<file path="src/rtl/testbasic4_reader.sv">
// Blocking-handshake integer reader: accumulates BLOCK_LEN signed words and publishes sum/overflow/count.
// Optional macro TESTBASIC4_READER_SAT_EN selects saturating accumulation instead of wrap-around.
module testbasic4_reader #(
  parameter int unsigned BLOCK_LEN = 4
) (
  input  logic               clk,
  input  logic               rst,
  input  logic signed [31:0] b_in,
  input  logic               b_in_sync,
  output logic               b_in_notify,
  output logic signed [31:0] sum_out,
  output logic               sum_valid,
  output logic               ovf_out,
  output logic [15:0]        blk_count
);

  localparam logic [1:0] ST_READ    = 2'd0;
  localparam logic [1:0] ST_SETTLE  = 2'd1;
  localparam logic [1:0] ST_PUBLISH = 2'd2;

  logic [1:0]         state_q, state_d;
  logic               notify_q, notify_d;
  logic signed [31:0] acc_q, acc_d;
  logic [15:0]        word_cnt_q, word_cnt_d;
  logic               ovf_acc_q, ovf_acc_d;
  logic signed [31:0] sum_q, sum_d;
  logic               sum_valid_q, sum_valid_d;
  logic               ovf_out_q, ovf_out_d;
  logic [15:0]        blk_count_q, blk_count_d;

  logic signed [31:0] add_sum;
  logic               add_ovf;
  logic [31:0]        next_cnt;
  logic               transfer;

  // Overflow: same-sign operands giving an opposite-sign result.
  function automatic logic add_overflow(input logic signed [31:0] a,
                                        input logic signed [31:0] b,
                                        input logic signed [31:0] s);
    return (a[31] == b[31]) && (s[31] != a[31]);
  endfunction

  function automatic logic signed [31:0] add_word(input logic signed [31:0] a,
                                                  input logic signed [31:0] b);
    logic signed [31:0] s;
    s = a + b;
`ifdef TESTBASIC4_READER_SAT_EN
    if (add_overflow(a, b, s)) begin
      s = a[31] ? 32'sh8000_0000 : 32'sh7FFF_FFFF;
    end
`endif
    return s;
  endfunction

  always_comb begin
    add_sum  = add_word(acc_q, b_in);
    add_ovf  = add_overflow(acc_q, b_in, acc_q + b_in);
    next_cnt = 32'(word_cnt_q) + 32'd1;
    transfer = notify_q && b_in_sync;

    state_d     = state_q;
    notify_d    = notify_q;
    acc_d       = acc_q;
    word_cnt_d  = word_cnt_q;
    ovf_acc_d   = ovf_acc_q;
    sum_d       = sum_q;
    sum_valid_d = 1'b0;
    ovf_out_d   = ovf_out_q;
    blk_count_d = blk_count_q;

    case (state_q)
      ST_READ: begin
        if (transfer) begin
          notify_d = 1'b0;
          if (next_cnt < 32'(BLOCK_LEN)) begin
            acc_d      = add_sum;
            word_cnt_d = word_cnt_q + 16'd1;
            ovf_acc_d  = ovf_acc_q | add_ovf;
            state_d    = ST_SETTLE;
          end else begin
            sum_d       = add_sum;
            ovf_out_d   = ovf_acc_q | add_ovf;
            sum_valid_d = 1'b1;
            blk_count_d = blk_count_q + 16'd1;
            acc_d       = '0;
            word_cnt_d  = '0;
            ovf_acc_d   = 1'b0;
            state_d     = ST_PUBLISH;
          end
        end
      end
      ST_SETTLE: begin
        notify_d = 1'b1;
        state_d  = ST_READ;
      end
      ST_PUBLISH: begin
        notify_d = 1'b1;
        state_d  = ST_READ;
      end
      default: begin
        notify_d = 1'b1;
        state_d  = ST_READ;
      end
    endcase
  end

  always_ff @(posedge clk or posedge rst) begin
    if (rst) begin
      state_q     <= ST_READ;
      notify_q    <= 1'b1;
      acc_q       <= '0;
      word_cnt_q  <= '0;
      ovf_acc_q   <= 1'b0;
      sum_q       <= '0;
      sum_valid_q <= 1'b0;
      ovf_out_q   <= 1'b0;
      blk_count_q <= '0;
    end else begin
      state_q     <= state_d;
      notify_q    <= notify_d;
      acc_q       <= acc_d;
      word_cnt_q  <= word_cnt_d;
      ovf_acc_q   <= ovf_acc_d;
      sum_q       <= sum_d;
      sum_valid_q <= sum_valid_d;
      ovf_out_q   <= ovf_out_d;
      blk_count_q <= blk_count_d;
    end
  end

  assign b_in_notify = notify_q;
  assign sum_out     = sum_q;
  assign sum_valid   = sum_valid_q;
  assign ovf_out     = ovf_out_q;
  assign blk_count   = blk_count_q;

endmodule
</file>
<file path="config.mk">
export PLATFORM = sky130hd
export DESIGN_NAME = testbasic4_reader
export DESIGN_NICKNAME = d
export VERILOG_FILES = /design/src/rtl/testbasic4_reader.sv
export SDC_FILE = /design/constraint.sdc
export NUM_CORES = 1
export LEC_CHECK = 0
export CAP_MARGIN = 30
export CORE_MARGIN = 5
export CORE_UTILIZATION = 40
export CTS_CLUSTER_SIZE = 40
export DETAILED_ROUTE_END_ITERATION = 10
export GPL_ROUTABILITY_DRIVEN = 1
export PLACE_DENSITY = 0.67
export REMOVE_ABC_BUFFERS = 1
export SETUP_SLACK_MARGIN = 0.02
export SYNTH_ARGS = -nofsm -noshare
export SYNTH_HDL_FRONTEND = slang
export SYNTH_SLANG_ARGS = --single-unit
</file>
<file path="constraint.sdc">
create_clock -name clk -period 4.4 [get_ports clk]
set_clock_uncertainty 0.05 [all_clocks]
set_input_delay 0.88 -clock clk [delete_from_list [all_inputs] [get_ports clk]]
set_output_delay 0.88 -clock clk [all_outputs]
set_load 0.005 [all_outputs]
</file>
==> out/summary.txt, run 1 <==
R2R cell count - 9
H-tree levels - 3
gr ovfl total - 0
nets@finish - 778
RR Endpoint - acc_q[31]
Hold Path Depth - 2
Arrival @ worst endpoint - 3690 ps
via/cell ratio - 5.340
Routed Antenna Nets - 0
crit path launch type - input port
number of fill cells in the layout - 1,326
Buf+Inv Stages, Crit Path - 1
synth cell count leaders - nand2_1, dfrtp_1, o21ai_0, ha_1
antenna violations before repair - 0
number of synthesized flops with an enable pin - 0
total CTS buffers - 9
largest net degree at the start of global routing - 64
clk_lat worst skew - 350 ps
status - finished, final reports clean
post-CTS setup buffer count - 0
residual DRC count - 0
leakage power total - 3.214 nW
PwrDens - 603.2 mW/mm2
RSZ-0062 raised after global routing - no
CTS tree - yes
starting density of the core - 41.24%
peak supply drop - 0.2953 mV
slew margin rel. - 44.34%
Final GP Congestion - 0.8938
first-pass GRT wire length - 22,780 um
post-CTS sizing - 0
IO Pins - 86
clk sinks - 102
crit-path max FO - 5
Synth top area share - 43.81%
synth top area cells - dfrtp_1, nand2_1, ha_1, o21ai_0, xnor2_1
port bufs - 85
Peak Freq - 282.9 MHz
ys async rst share - 100.0%
mapped cell area - 0.005769 mm2
launch point of the worst path - b_in[0]
Hold Fails Final Rpt - 0
slowest cell delay on critical path - 430 ps
post-synthesis sequential area ratio - 44.26%
DR WL/cell - 15.19 um
Bufs on Longest Clock Path - 2
crit path capture type - flop
P&R area growth vs syn - 21.97%
Detailed Route WL - 13,570 um
die area - 0.01692 mm2
post-layout min period - 3535 ps
Pwr Total - 4.245 mW
fin crit share - 80.35%
num rows - 43
worst slew pin tran - 832.5 ps
largest area contributor in the netlist - dfrtp_1
clk slew on worst S/H paths - 70 ps
DR vias - 4,769
Worst Hold Class - flop to flop
Core Area - 0.01399 mm2
number of setup violations in the final report - 0
synth warn - 0
initial drt markers - 292
non-filler cells in the finished layout - 893
synthesized instance count - 639
max-slew violations - 0
synthesized area per cell - 9.029 um2
Root Driver - clkbuf_16
Tot GR Track Use - 16.69%
final design utilization - 50.30%
diode count - 0
# hold bufs at CTS - 0
Most Frequent Cell on Critical Path - o21ai_0
DR pass1 iterations - 5
WS Path Type - input port to flop
Max-cap violations - 0
Req. time, crit path - 4550 ps
Synth cell types - 53
Die H - 130.1 um
Yosys reg bits - 102
number of global-route vias before repair - 4,786
critical hold path startpoint - sum_out[0]
placed instance count - 878
RR Startpoint - word_cnt_q[0]
reg-to-reg slack, setup - 1370 ps
setup TNS - 0 ps
ys flop type - dfrtp_1
slowest CP cell - fa_1
Hold WS - 426.0 ps
CP Cell Sequence - clkdlybuf4s50_1 -> ha_1 -> fa_1 -> a211oi_1 -> o21ai_0 -> nand3_1 -> nand2_1 -> a21oi_1 -> o311a_1 -> xor2_1 -> o21ai_0
DPL Wire Length - 9732 um
fraction of layout cells with a size suffix above 1 - 4.488%
CP top delay family - compound AO/OA/AOI/OAI gates
Die Wd - 130.1 um
Hold Path End - sum_out[0]
count leader, synth - nand2_1
## metrics by stage
stage | setup WS [ps] | instance area, um2
CTS | 875.3 | 7037
floorplan | 577.9 | 5640
finish | 864.6 | 7037
detailed placement | 527.0 | 6755
global route | 689.2 | 7037
global placement | 559.0 | 6755
## placed cells by master, fill, tap and decap left out, types with 13 or more instances in the layout
cell / instances
ha_1: 33
nand4_1: 13
dfrtp_1: 101
nand3_1: 20
a21o_1: 17
nor2_1: 24
xor2_1: 13
o21ai_0: 66
nand2_1: 122
and2_1: 15
xnor2_1: 31
a21oi_1: 31
clkdlybuf4s50_1: 85
## metal layers
layer	routed length (um)	vias to the layer above	global-route usage, %
met5	0	-	0
met1	6252	2263	22.12
met2	6421	110	27.19
li1	-	2384	-
met4	178	0	4.340
met3	714	12	4.503
## sequential cells by signal, summed over array words and instances (netlist names)
| signal | cells |
|---|---|
| acc_q | 32 |
| b_in_notify | 1 |
| blk_count | 16 |
| ovf_acc_q | 1 |
| ovf_out | 1 |
| state_q | 2 |
| sum_out | 32 |
| sum_valid | 1 |
| word_cnt_q | 16 |
## power by group
part           total [mW]  switching, mW  internal [mW]
clock               0.784          0.346          0.438
sequential           1.44          0.199           1.24
combinational        2.02           1.08          0.943
## cell type report
| type | instances | area [um2] | area share, % |
|---|---|---|---|
| Multi-Input combinational cell | 494 | 3044 | 43.26 |
| Clock inverter | 4 | 48.80 | 0.6935 |
| Timing Repair Buffer | 89 | 880.8 | 12.52 |
| Clock buffer | 11 | 232.7 | 3.307 |
| Tap cell | 180 | 225.2 | 3.201 |
| Sequential cell | 102 | 2554 | 36.29 |
| Inverter | 13 | 51.30 | 0.7290 |
## worst max-delay path by stage
stage	end	depth (start not counted)	slack, ps
after floorplan	blk_count[11]	5	580
after global placement	acc_q[28]	11	560
after detailed placement	acc_q[28]	11	530
after CTS	acc_q[28]	11	880
after global routing	acc_q[24]	11	690
final	acc_q[28]	11	860
## tightest hold or removal path: stages (launching register included)
cell and delay (ps):
dfrtp_1 350, nand2_1 50, nand2_1 50
## cell families after synthesis
logic type | count (synthesis) | share of synthesized area, %
simple gates | 241 | 19.43
xor+xnor | 45 | 7.070
mux | 3 | 0.5638
compound gates | 171 | 18.09
flops | 102 | 44.26
fa+ha+maj | 34 | 7.504
buf+inv | 43 | 3.080
No activity file was read; power rests on OpenSTA's default activity.
==> run 2: changes to the inputs <==
Clock period 4.4 ns to 3.71 ns, I/O delays scaled along.
==> run 2 against run 1 <==
Against the previous run: die area stayed put; count of clock-buffer cells in the layout stayed put; utilization is 0.51 points higher; setup slack worse by 420 ps; non-clock buffer count is 5 higher; design area is 1.0% higher; routed wire length is 2.2% higher; highest routed layer unchanged.
==> out/summary.txt, run 2 (synthesis gave the netlist of run 1 again) <==
final setup margin - 446.0 ps (was 864.6 ps)
largest net degree at the start of global routing - 62 (was 64)
port bufs - 85 (unchanged)
setup TNS - 0 ps (unchanged)
launch point of the worst path - b_in[0] (unchanged)
crit-path max FO - 5 (unchanged)
Req. time, crit path - 3880 ps (was 4550 ps)
PwrDens - 718.8 mW/mm2 (was 603.2 mW/mm2)
Worst Hold Class - flop to flop (unchanged)
number of cells on the critical path - 12 (was 11)
Core Area - 0.01399 mm2 (unchanged)
peak supply drop - 0.3372 mV (was 0.2953 mV)
fraction of layout cells with a size suffix above 1 - 5.424% (was 4.488%)
Root Driver - clkbuf_16 (unchanged)
slowest cell delay on critical path - 420 ps (was 430 ps)
Max-cap violations - 0 (unchanged)
reg-to-reg slack, setup - 820 ps (was 1370 ps)
post-layout min period - 3264 ps
number of global-route vias before repair - 4,699 (was 4,786)
CP Cell Sequence - clkdlybuf4s50_1 -> ha_1 -> fa_1 -> a211oi_1 -> o21ai_0 -> nand3_1 -> nand2_1 -> a21oi_1 -> buf_4 -> o311a_1 -> xor2_1 -> o21ai_0 (was clkdlybuf4s50_1 -> ha_1 -> fa_1 -> a211oi_1 -> o21ai_0 -> nand3_1 -> nand2_1 -> a21oi_1 -> o311a_1 -> xor2_1 -> o21ai_0)
RR Startpoint - word_cnt_q[0] (unchanged)
Final GP Congestion - 0.9108 (was 0.8938)
Routed Antenna Nets - 0 (unchanged)
H-tree levels - 3 (unchanged)
non-filler cells in the finished layout - 899 (was 893)
IO Pins - 86 (unchanged)
RSZ-0062 raised after global routing - no (unchanged)
crit path capture type - flop (unchanged)
die area - 0.01692 mm2 (unchanged)
fin crit share - 87.98%
initial drt markers - 251 (was 292)
DR pass1 iterations - 4 (was 5)
post-CTS setup buffer count - 0 (unchanged)
first-pass GRT wire length - 22,870 um (was 22,780 um)
P&R area growth vs syn - 23.21% (was 21.97%)
gr ovfl total - 0 (unchanged)
starting density of the core - 41.24% (unchanged)
CP top delay family - compound AO/OA/AOI/OAI gates (unchanged)
Tot GR Track Use - 16.89% (was 16.69%)
crit path launch type - input port (unchanged)
Buf+Inv Stages, Crit Path - 2 (was 1)
final design utilization - 50.81% (was 50.30%)
RR Endpoint - acc_q[29] (was acc_q[31])
DR WL/cell - 15.42 um (was 15.19 um)
Peak Freq - 306.4 MHz
Die Wd - 130.1 um (unchanged)
slowest CP cell - clkdlybuf4s50_1 (was fa_1)
number of setup violations in the final report - 0 (unchanged)
clk_lat worst skew - 360 ps (was 350 ps)
antenna violations before repair - 0 (unchanged)
clk sinks - 102 (unchanged)
residual DRC count - 0 (unchanged)
Detailed Route WL - 13,860 um (was 13,570 um)
WS Path Type - input port to flop (unchanged)
# hold bufs at CTS - 0 (unchanged)
slew margin rel. - 46.41% (was 44.34%)
diode count - 0 (unchanged)
DPL Wire Length - 10,110 um (was 9732 um)
Die H - 130.1 um (unchanged)
CP endpoint - acc_q[28] (unchanged)
clk slew on worst S/H paths - 70 ps (about the same)
Hold Fails Final Rpt - 0 (unchanged)
most frequent cells in the layout - nand2_1, dfrtp_1, clkdlybuf4s50_1, o21ai_0, ha_1 (unchanged)
num rows - 43 (unchanged)
CTS tree - yes (unchanged)
DR vias - 4,820 (was 4,769)
total CTS buffers - 9 (unchanged)
nets@finish - 783 (was 778)
post-CTS sizing - 0 (unchanged)
max-slew violations - 0 (unchanged)
Bufs on Longest Clock Path - 2 (unchanged)
worst slew pin tran - 803.9 ps (was 832.5 ps)
most common cell after layout, fill and taps aside - nand2_1 (unchanged)
R2R cell count - 8 (was 9)
leakage power total - 3.249 nW (was 3.214 nW)
Arrival @ worst endpoint - 3430 ps (was 3690 ps)
via/cell ratio - 5.362 (was 5.340)
placed instance count - 883 (was 878)
Most Frequent Cell on Critical Path - o21ai_0 (unchanged)
status - finished, final reports clean (unchanged)
pre-CTS setup slack - 84.30 ps (was 527.0 ps)
Hold WS - 417.3 ps (was 426.0 ps)
run 2: cell count changes in the layout (fill, tap and decap cells not counted):
cell        change
buf_12          +1
buf_4           +4
clkbuf_1        -1
clkbuf_8        +1
clkinv_2        -1
clkinv_4        +1
clkinvlp_4      +1
run 2: routing by layer:
metal	share of wire [%]	track usage, %
met5	0	0
met4	1.5	5.196
met3	4.5	3.971
met2	49	27.94
met1	45	22.03
run 2: worst min path at each step:
stage	startpoint	to	depth (start not counted)
finish	blk_count[15]	blk_count[15]	1
global route	sum_out[27]	sum_out[27]	2
CTS	blk_count[15]	blk_count[15]	1
detailed placement	blk_count[15]	blk_count[15]	1
global placement	blk_count[15]	blk_count[15]	1
floorplan	state_q[1]	b_in_notify	2
run 2: layout make-up:
class | instances | area (um2)
inverter | 13 | 51.30
sequential | 102 | 2554
multi-input combinational | 494 | 3044
fill | 1327 | 6880
clock inverter | 5 | 60.06
tap | 180 | 225.2
timing repair buffer | 94 | 930.9
clock buffer | 11 | 242.7
run 2: per-stage QoR:
stage,total power [mW],area [um2]
2_1_floorplan,3.258,5640
4_1_cts,5.145,7108
3_5_place_dp,4.151,6805
6_report,5.109,7108
5_1_grt,5.530,7108
3_3_place_gp,4.094,6805
run 2: worst reg2reg max path: stages, from the launching register on:
cell	delay, ps
dfrtp_1	410
ha_1	220
nand4_1	160
nor3_1	240
mux2_2	380
o22ai_1	260
and4_1	370
nand2_1	410
o21ai_0	310
run 2: power breakdown:
group	total [mW]	internal, mW	switching [mW]
logic	2.43	1.14	1.29
registers	1.71	1.47	0.234
clock network	0.972	0.543	0.429
total	5.11	3.16	1.95
==> run 3: changes to the inputs <==
Settings changed: DONT_BUFFER_PORTS from default to 1, PLACE_DENSITY 0.67 to 0.59.
==> run 3 against run 2 <==
Against the previous run: fmax up 2.8%; first-iteration DRC count up 7.2%; die area unchanged; utilization down 6.2 points; largest cell class unchanged; hold slack worse by 150 ps.
==> out/summary.txt, run 3 (synthesis gave the netlist of run 1 again) <==
Hold WS - 263.7 ps (was 417.3 ps)
setup TNS - 0 ps (unchanged)
Routed Antenna Nets - 0 (unchanged)
crit path launch type - flop (was input port)
slew margin rel. - 52.76% (was 46.41%)
clk slew on worst S/H paths - 70 ps (about the same)
die area - 0.01692 mm2 (unchanged)
clk sinks - 102 (unchanged)
status - finished, final reports clean (unchanged)
IO Pins - 86 (unchanged)
Root Driver - clkbuf_16 (unchanged)
fraction of layout cells with a size suffix above 1 - 5.864% (was 5.424%)
starting density of the core - 41.24% (unchanged)
Core Area - 0.01399 mm2 (unchanged)
crit-path max FO - 36 (was 5)
# hold bufs at CTS - 0 (unchanged)
DR WL/cell - 16.91 um (was 15.42 um)
port bufs - 0 (was 85)
P&R area growth vs syn - 8.154% (was 23.21%)
final design utilization - 44.61% (was 50.81%)
nets@finish - 695 (was 783)
number of global-route vias before repair - 4,517 (was 4,699)
slowest cell delay on critical path - 640 ps (was 420 ps)
diode count - 0 (unchanged)
launch point of the worst path - word_cnt_q[0] (was b_in[0])
CP top delay family - compound AO/OA/AOI/OAI gates (unchanged)
Die H - 130.1 um (unchanged)
Arrival @ worst endpoint - 3410 ps (was 3430 ps)
Peak Freq - 315.0 MHz (was 306.4 MHz)
clk_lat worst skew - 360 ps (about the same)
DR pass1 iterations - 4 (unchanged)
peak supply drop - 0.3043 mV (was 0.3372 mV)
WS Path Type - flop to flop (was input port to flop)
gr ovfl total - 0 (unchanged)
Final GP Congestion - 0.8831 (was 0.9108)
Die Wd - 130.1 um (unchanged)
CTS tree - yes (unchanged)
Req. time, crit path - 3940 ps (was 3880 ps)
number of fill cells in the layout - 1,397 (was 1,327)
RSZ-0062 raised after global routing - no (unchanged)
crit path capture type - flop (unchanged)
Worst Hold Class - input port to asynchronous set/reset pin (was flop to flop)
pre-CTS setup slack - 317.3 ps (was 84.30 ps)
DPL Wire Length - 9837 um (was 10,110 um)
post-CTS sizing - 0 (unchanged)
Buf+Inv Stages, Crit Path - 1 (was 2)
final setup margin - 535.1 ps (was 446.0 ps)
Bufs on Longest Clock Path - 2 (unchanged)
Tot GR Track Use - 17.05% (was 16.89%)
total CTS buffers - 9 (unchanged)
fin crit share - 85.58% (was 87.98%)
RR Endpoint - blk_count[3] (was acc_q[29])
H-tree levels - 3 (unchanged)
Max-cap violations - 0 (unchanged)
Detailed Route WL - 13,720 um (was 13,860 um)
first-pass GRT wire length - 22,870 um (unchanged)
number of setup violations in the final report - 0 (unchanged)
most frequent cells in the layout - nand2_1, dfrtp_1, o21ai_0, ha_1 (was nand2_1, dfrtp_1, clkdlybuf4s50_1, o21ai_0, ha_1)
CP Cell Sequence - nand4_1 -> nor3_1 -> mux2_2 -> o21ai_0 -> a41o_2 -> inv_1 -> nand4_1 -> xnor2_1 (was clkdlybuf4s50_1 -> ha_1 -> fa_1 -> a211oi_1 -> o21ai_0 -> nand3_1 -> nand2_1 -> a21oi_1 -> buf_4 -> o311a_1 -> xor2_1 -> o21ai_0)
largest net degree at the start of global routing - 62 (unchanged)
Design Area, Final - 0.006240 mm2 (was 0.007108 mm2)
leakage power total - 2.929 nW (was 3.249 nW)
num rows - 43 (unchanged)
post-CTS setup buffer count - 0 (unchanged)
R2R cell count - 8 (unchanged)
Hold Fails Final Rpt - 0 (unchanged)
worst slew pin tran - 706.9 ps (was 803.9 ps)
Most Frequent Cell on Critical Path - nand4_1 (was o21ai_0)
via/cell ratio - 5.588 (was 5.362)
max-slew violations - 0 (unchanged)
RR Startpoint - word_cnt_q[0] (unchanged)
residual DRC count - 0 (unchanged)
post-layout min period - 3175 ps (was 3264 ps)
reg-to-reg slack, setup - 540 ps (was 820 ps)
DR vias - 4,532 (was 4,820)
slowest CP cell - a41o_2 (was clkdlybuf4s50_1)
placed instance area - 0.005919 mm2 (was 0.006805 mm2)
PwrDens - 764.3 mW/mm2 (was 718.8 mW/mm2)
initial drt markers - 269 (was 251)
antenna violations before repair - 0 (unchanged)
most common cell after layout, fill and taps aside - nand2_1 (unchanged)
-- run 3: where the power goes --
part           internal [mW]  switching, mW  total [mW]
Sequential              1.47          0.283        1.76
Combinational          0.801           1.19        1.99
Clock                  0.595          0.426        1.02
-- run 3: routing by layer --
layer	up-vias	GRT usage (%)	wire length, um	part of all wire (%)
met2	114	26.95	6495	47
met4	0	7.518	321	2.3
met5	-	0	0	0
met3	24	5.280	972	7.1
met1	2165	21.55	5925	43
li1	2229	-	-	-
-- run 3: cell type report --
cell class | count | area, um2 | area share (%)
sequential | 102 | 2554 | 40.93
tap | 180 | 225.2 | 3.609
inverter | 13 | 51.30 | 0.8221
clock buffer | 13 | 280.3 | 4.492
clock inverter | 3 | 40.04 | 0.6417
multi-input combinational | 494 | 3044 | 48.79
timing repair buffer | 6 | 45.04 | 0.7219
-- run 3: worst max-delay path by stage --
| stage | slack (ps) | cells past startpoint | to |
|---|---|---|---|
| 2_1_floorplan | 30 | 5 | blk_count[11] |
| 3_3_place_gp | 390 | 10 | acc_q[28] |
| 3_5_place_dp | 320 | 10 | sum_out[28] |
| 4_1_cts | 440 | 8 | blk_count[4] |
| 5_1_grt | 240 | 8 | blk_count[3] |
| 6_report | 540 | 8 | blk_count[3] |
-- run 3: through the flow --
| stage | power, mW | instances |
|---|---|---|
| 2_1_floorplan | 3.258 | 609 |
| 3_3_place_gp | 3.714 | 795 |
| 3_5_place_dp | 3.772 | 795 |
| 4_1_cts | 4.817 | 811 |
| 5_1_grt | 5.191 | 811 |
| 6_report | 4.769 | 811 |
